**config.mk**
```make
export PLATFORM = sky130hd
export DESIGN_NAME = div_share_arbiter
export DESIGN_NICKNAME = d
export VERILOG_FILES = /design/src/rtl/div_share_arbiter.sv
export SDC_FILE = /design/constraint.sdc
export NUM_CORES = 1
export LEC_CHECK = 0
export ABC_AREA = 1
export ABC_CLOCK_PERIOD_IN_PS = 1700
export CAP_MARGIN = 5
export CORE_ASPECT_RATIO = 1.25
export CORE_MARGIN = 3
export CORE_UTILIZATION = 50
export CTS_CLUSTER_SIZE = 40
export DETAILED_ROUTE_END_ITERATION = 16
export DONT_BUFFER_PORTS = 1
export PLACE_DENSITY = 0.68
export SLEW_MARGIN = 15
export SYNTH_ARGS = -nofsm -noshare
export SYNTH_HDL_FRONTEND = slang
export SYNTH_SLANG_ARGS = --single-unit
```
**constraint.sdc**
```tcl
create_clock -name clk -period 1.7 [get_ports clk]
set_input_delay 0.17 -clock clk [delete_from_list [all_inputs] [get_ports clk]]
set_output_delay 0.17 -clock clk [all_outputs]
set_load 0.02 [all_outputs]
```
**src/rtl/div_share_arbiter.sv**
```systemverilog
// Round-robin front end sharing one signed 32/16 divider between two requesters.
// One operation in flight; divide-by-zero is screened and a missing divider response is watchdogged.
module div_share_arbiter #(
    parameter int TIMEOUT = 64
) (
    input  logic        clk,
    input  logic        reset,
    input  logic        rq0_valid,
    output logic        rq0_ready,
    input  logic [31:0] rq0_dividend,
    input  logic [15:0] rq0_divisor,
    input  logic        rq0_mode,
    input  logic        rq1_valid,
    output logic        rq1_ready,
    input  logic [31:0] rq1_dividend,
    input  logic [15:0] rq1_divisor,
    input  logic        rq1_mode,
    output logic        rs0_valid,
    output logic [16:0] rs0_result,
    output logic        rs0_error,
    output logic        rs1_valid,
    output logic [16:0] rs1_result,
    output logic        rs1_error,
    output logic        div_valid_input,
    output logic [31:0] div_dividend,
    output logic [15:0] div_divisor,
    output logic        div_mode,
    input  logic        div_valid_output,
    input  logic [16:0] div_final_output,
    output logic        busy
);
    typedef enum logic [1:0] {S_IDLE, S_ISSUE, S_WAIT, S_RESP} state_t;

    localparam logic [7:0] LP_LAST = 8'(TIMEOUT - 1);

    state_t      r_state, w_next;
    logic        r_prio, r_owner;
    logic [7:0]  r_cnt;
    logic [31:0] r_dvd;
    logic [15:0] r_dvs;
    logic        r_mode;
    logic        r_rs0_valid, r_rs0_error, r_rs1_valid, r_rs1_error;
    logic [16:0] r_rs0_result, r_rs1_result;

    logic        w_win, w_accept, w_load, w_load_err, w_load_owner;
    logic [16:0] w_load_res;
    logic [31:0] w_dvd;
    logic [15:0] w_dvs;
    logic        w_mode;

    // Lone requester wins outright; the pointer only breaks ties.
    always_comb begin
        w_win = r_prio;
        if (rq0_valid && !rq1_valid)
            w_win = 1'b0;
        else if (rq1_valid && !rq0_valid)
            w_win = 1'b1;
    end

    assign w_accept  = (r_state == S_IDLE) && reset && (rq0_valid || rq1_valid);
    assign rq0_ready = w_accept && !w_win;
    assign rq1_ready = w_accept && w_win;
    assign w_dvd     = w_win ? rq1_dividend : rq0_dividend;
    assign w_dvs     = w_win ? rq1_divisor  : rq0_divisor;
    assign w_mode    = w_win ? rq1_mode     : rq0_mode;
    // A zero divisor goes straight to RESP, so the owner is still the live winner.
    assign w_load_owner = (r_state == S_IDLE) ? w_win : r_owner;

    always_comb begin
        w_next     = r_state;
        w_load     = 1'b0;
        w_load_res = '0;
        w_load_err = 1'b0;
        case (r_state)
            S_IDLE: begin
                if (w_accept) begin
                    if (w_dvs == 16'd0) begin
                        w_next     = S_RESP;
                        w_load     = 1'b1;
                        w_load_err = 1'b1;
                    end else begin
                        w_next = S_ISSUE;
                    end
                end
            end
            S_ISSUE: w_next = S_WAIT;
            S_WAIT: begin
                if (div_valid_output) begin
                    w_next     = S_RESP;
                    w_load     = 1'b1;
                    w_load_res = div_final_output;
                end else if (r_cnt == LP_LAST) begin
                    w_next     = S_RESP;
                    w_load     = 1'b1;
                    w_load_err = 1'b1;
                end
            end
            S_RESP:  w_next = S_IDLE;
            default: w_next = S_IDLE;
        endcase
    end

    always_ff @(posedge clk) begin
        if (!reset) begin
            r_state      <= S_IDLE;
            r_prio       <= 1'b0;
            r_owner      <= 1'b0;
            r_cnt        <= '0;
            r_dvd        <= '0;
            r_dvs        <= '0;
            r_mode       <= 1'b0;
            r_rs0_valid  <= 1'b0;
            r_rs0_result <= '0;
            r_rs0_error  <= 1'b0;
            r_rs1_valid  <= 1'b0;
            r_rs1_result <= '0;
            r_rs1_error  <= 1'b0;
        end else begin
            r_state <= w_next;
            if (w_accept) begin
                r_dvd   <= w_dvd;
                r_dvs   <= w_dvs;
                r_mode  <= w_mode;
                r_owner <= w_win;
                r_prio  <= ~w_win;
            end
            if (r_state == S_ISSUE)
                r_cnt <= '0;
            else if (r_state == S_WAIT)
                r_cnt <= r_cnt + 8'd1;
            r_rs0_valid <= w_load && !w_load_owner;
            r_rs1_valid <= w_load && w_load_owner;
            if (w_load && !w_load_owner) begin
                r_rs0_result <= w_load_res;
                r_rs0_error  <= w_load_err;
            end
            if (w_load && w_load_owner) begin
                r_rs1_result <= w_load_res;
                r_rs1_error  <= w_load_err;
            end
        end
    end

    assign rs0_valid       = r_rs0_valid;
    assign rs0_result      = r_rs0_result;
    assign rs0_error       = r_rs0_error;
    assign rs1_valid       = r_rs1_valid;
    assign rs1_result      = r_rs1_result;
    assign rs1_error       = r_rs1_error;
    assign div_valid_input = (r_state == S_ISSUE);
    assign div_dividend    = r_dvd;
    assign div_divisor     = r_dvs;
    assign div_mode        = r_mode;
    assign busy            = (r_state != S_IDLE);
endmodule

```
==> flow_metrics.env <==
export IMPL_synth_edff_count=0
export IMPL_max_stage_delay_ns=0.38
export IMPL_violations="hold timing, setup timing"
export IMPL_coreArea_mm2=0.00880
export IMPL_ios=211
export IMPL_syn_area_per_cell_um2=6.72
export IMPL_setup_viol=41
export IMPL_vias_per_cell=5.44
export IMPL_clock_sinks=99
export IMPL_tightest_slew_ns=0.391
export IMPL_wl_per_cell_um=15.9
export IMPL_cts_root_buf="clkbuf_8"
export IMPL_antenna_found_initial=0
export IMPL_postSynth_asyncResetShare_pct=0
export IMPL_hold_viol_final=82
export IMPL_path_class="reg2reg"
export IMPL_vias=4703
export IMPL_initialDrtViolationCount=202
export IMPL_drt_pre_antenna_iters=5
export IMPL_cts_tree="done"
export IMPL_diodes=0
export IMPL_layout_drive_gt1_share_pct=23.8
export IMPL_final_antenna_net_count=0
export IMPL_grt_pass1_vias=4432
export IMPL_portBuffers=0
export IMPL_synth_ff_type="dfxtp_1"
export IMPL_status="finished, violations left"
export IMPL_fmax_mhz=501
export IMPL_pwr_density_cell_mw_per_mm2=1310
export IMPL_relSlewSlack_pct=73.6
export IMPL_synth_area_mm2=0.00457
export IMPL_p_leak_nw=2.72
export IMPL_cp_data_arrival_time_ns=2.26
export IMPL_peakVddDrop_v=0.000856
export IMPL_end_kind="flip-flop"
export IMPL_die_area_mm2=0.0103
export IMPL_drt_total_wl_um=13800
export IMPL_critPathLaunchType="flip-flop"
export IMPL_start_util_pct=52.0
export IMPL_fin_ws_ns=-0.294
export IMPL_synth_cell_type_count=24
export IMPL_min_path_cells=2
export IMPL_hold_path_end="rs0_result[4]"
export IMPL_synthCells=681
export IMPL_regToRegEndpoint="rs1_result[7]"
export IMPL_crit_required_ns=1.96
export IMPL_dp_hpwl_um=8750
export IMPL_synth_nets=806
export IMPL_areaGrowthSynthToFinish_pct=32.1
export IMPL_hp_start="reset"
export IMPL_worst_path_max_delay_cell="dfxtp_4"
export IMPL_cts_clk_slew_worst_paths_ns=0.10
export IMPL_whs_ns=-0.0924
export IMPL_die_w_um=91.6
export IMPL_fin_worst_skew_ns=0.0181
export IMPL_nNetsFinal=864
export IMPL_crit_fanout=8
export IMPL_maxSlewViolCount=0
export IMPL_grt_usage_pct=24.4
export IMPL_worstHoldPathType="in2reg"
export IMPL_rows=38
export IMPL_clockBufferDepth=2
export IMPL_crit_chain="inv_4 > nand2_8 > buf_12 > nand3_4 > nand2_2 > nor2_2 > nand2_2 > nor2_4 > nand3_4 > nand2_8 > buf_12 > nand3_1 > nand2_1 > nor2_1"
export IMPL_maxCapViolations=0
export IMPL_grt_pass1_wl_um=20600
export IMPL_place_gp_congestion=0.843
export IMPL_rrSetupSlack_ns=-0.29
export IMPL_gr_total_overflow=0
export IMPL_seq_area_frac_synth_pct=43.3
export IMPL_post_route_min_period_ns=1.99
export IMPL_rr_worst_depth=14
export IMPL_clk_latency_ns=0.37
export IMPL_numCtsBuffers=9
export IMPL_rsz0062_at_grt="yes"
export IMPL_period_share_pct=117
export IMPL_yosysWarnings=0
export IMPL_cts_max_level=3
export IMPL_grt_max_degree=90
export IMPL_ys_seq_elements=99
export IMPL_fin_setup_tns_ns=-9.21
export IMPL_drc=0
export IMPL_crit_start="r_prio"
export IMPL_fp_dieH_um=113
export IMPL_r2r_start="r_prio"
cell usage in the layout, fill, tap and decap left out, types with 5 or more instances in the layout:
master | netlist | layout
nor2_2 | 4 | 8
buf_4 | 0 | 53
buf_6 | 8 | 9
inv_1 | 47 | 44
dfxtp_1 | 99 | 96
dlygate4sd3_1 | 0 | 5
nand2_2 | 3 | 17
nand3_4 | 0 | 6
nor2_1 | 58 | 50
buf_12 | 0 | 12
nand2_8 | 0 | 5
clkbuf_8 | 0 | 9
nand3_1 | 85 | 60
nand2_1 | 235 | 217
o21ai_0 | 23 | 23
nand3_2 | 1 | 20
a21oi_1 | 44 | 42
a31oi_1 | 18 | 18
metal layers:
| layer | global-route usage, % | up-vias | share of wire (%) |
|---|---|---|---|
| met5 | 0 | - | 0 |
| met4 | 9.86 | 0 | 2.6 |
| met3 | 7.18 | 31 | 10 |
| met2 | 43.9 | 226 | 51 |
| met1 | 26.7 | 2144 | 36 |
| li1 | - | 2302 | - |
state kept, by name, indices dropped and copies added (netlist names):
register	cells
r_prio	1
div_mode	1
rs0_error	1
rs0_valid	1
rs0_result	17
r_owner	1
div_divisor	16
rs1_result	17
r_state	2
rs1_error	1
r_cnt	8
rs1_valid	1
div_dividend	32
synth_stat cells (2+ instances only):
library cell	instances	area share [%]
nor2_2	4	0.55
buf_6	8	2.0
inv_1	47	3.9
ha_1	5	1.4
nand3_1	85	9.3
nor3_1	4	0.44
buf_1	7	0.57
nand2_1	235	19
clkbuf_1	20	1.6
inv_2	4	0.33
dfxtp_1	99	43
clkinv_1	2	0.16
buf_2	6	0.66
a31oi_1	18	2.5
nand2_4	2	0.49
a21oi_1	44	4.8
nor2_1	58	4.8
nor4_1	2	0.27
nand4_1	2	0.27
o21ai_0	23	2.5
nand2_2	3	0.41
layout make-up:
type | instances | area (um2)
inverter | 53 | 209
timing repair buffer | 85 | 910
fill | 727 | 2760
multi-input combinational | 491 | 2560
tap | 120 | 150
clock inverter | 7 | 98.8
clock buffer | 9 | 124
sequential | 99 | 1990
per-stage QoR:
stage	instance area [um2]	setup slack, ns	power (mW)	util, %	std cells
final	6040	-0.294	7.91	68.7	864
after floorplan	4590	-0.0210	4.90	-	681
after CTS	5640	-0.188	7.63	64.1	852
after global placement	5040	-0.131	5.62	57.3	817
after detailed placement	5040	-0.183	5.68	57.3	817
after global routing	6040	-0.340	8.38	68.7	864
timing repair:
item / in CTS / in global routing
endpoints found under the hold margin: 87 / 86
pin swaps: 13 / 34
buffers inserted: 12 / 7
setup endpoints to repair: 41 / 77
gates cloned: 7 / 5
gates resized for setup: 34 / 79
worst max-delay path by stage:
| stage | endpoint | cells after the start |
|---|---|---|
| detailed placement | rs1_result[13] | 15 |
| floorplan | rs0_result[14] | 15 |
| global placement | rs1_result[13] | 14 |
| CTS | rs0_result[0] | 14 |
| global route | rs1_result[7] | 14 |
| finish | rs1_result[7] | 14 |
worst max-delay path, delay by kind of cell, from the launching register on:
family | cells | cell delay [ns]
buffers and inverters | 3 | 0.37
flip-flops | 1 | 0.38
AND/OR/NAND/NOR | 11 | 1.12
cell families after synthesis:
kind of cell | Yosys count | synth area share, %
buffers and inverters | 94 | 9.19
AND/OR/NAND/NOR | 397 | 36.2
adder cells (fa/ha/maj) | 5 | 1.37
AO/OA/AOI/OAI | 86 | 9.96
flip-flops | 99 | 43.3
power breakdown:
| group | leakage, nW | internal [mW] | switching, mW | total [mW] |
|---|---|---|---|---|
| clock | 0.110 | 0.839 | 0.844 | 1.68 |
| combinational | 1.80 | 1.20 | 1.62 | 2.82 |
| sequential | 0.808 | 2.70 | 0.706 | 3.41 |
| total | 2.72 | 4.75 | 3.17 | 7.91 |
(Power assumes the default switching activity.)
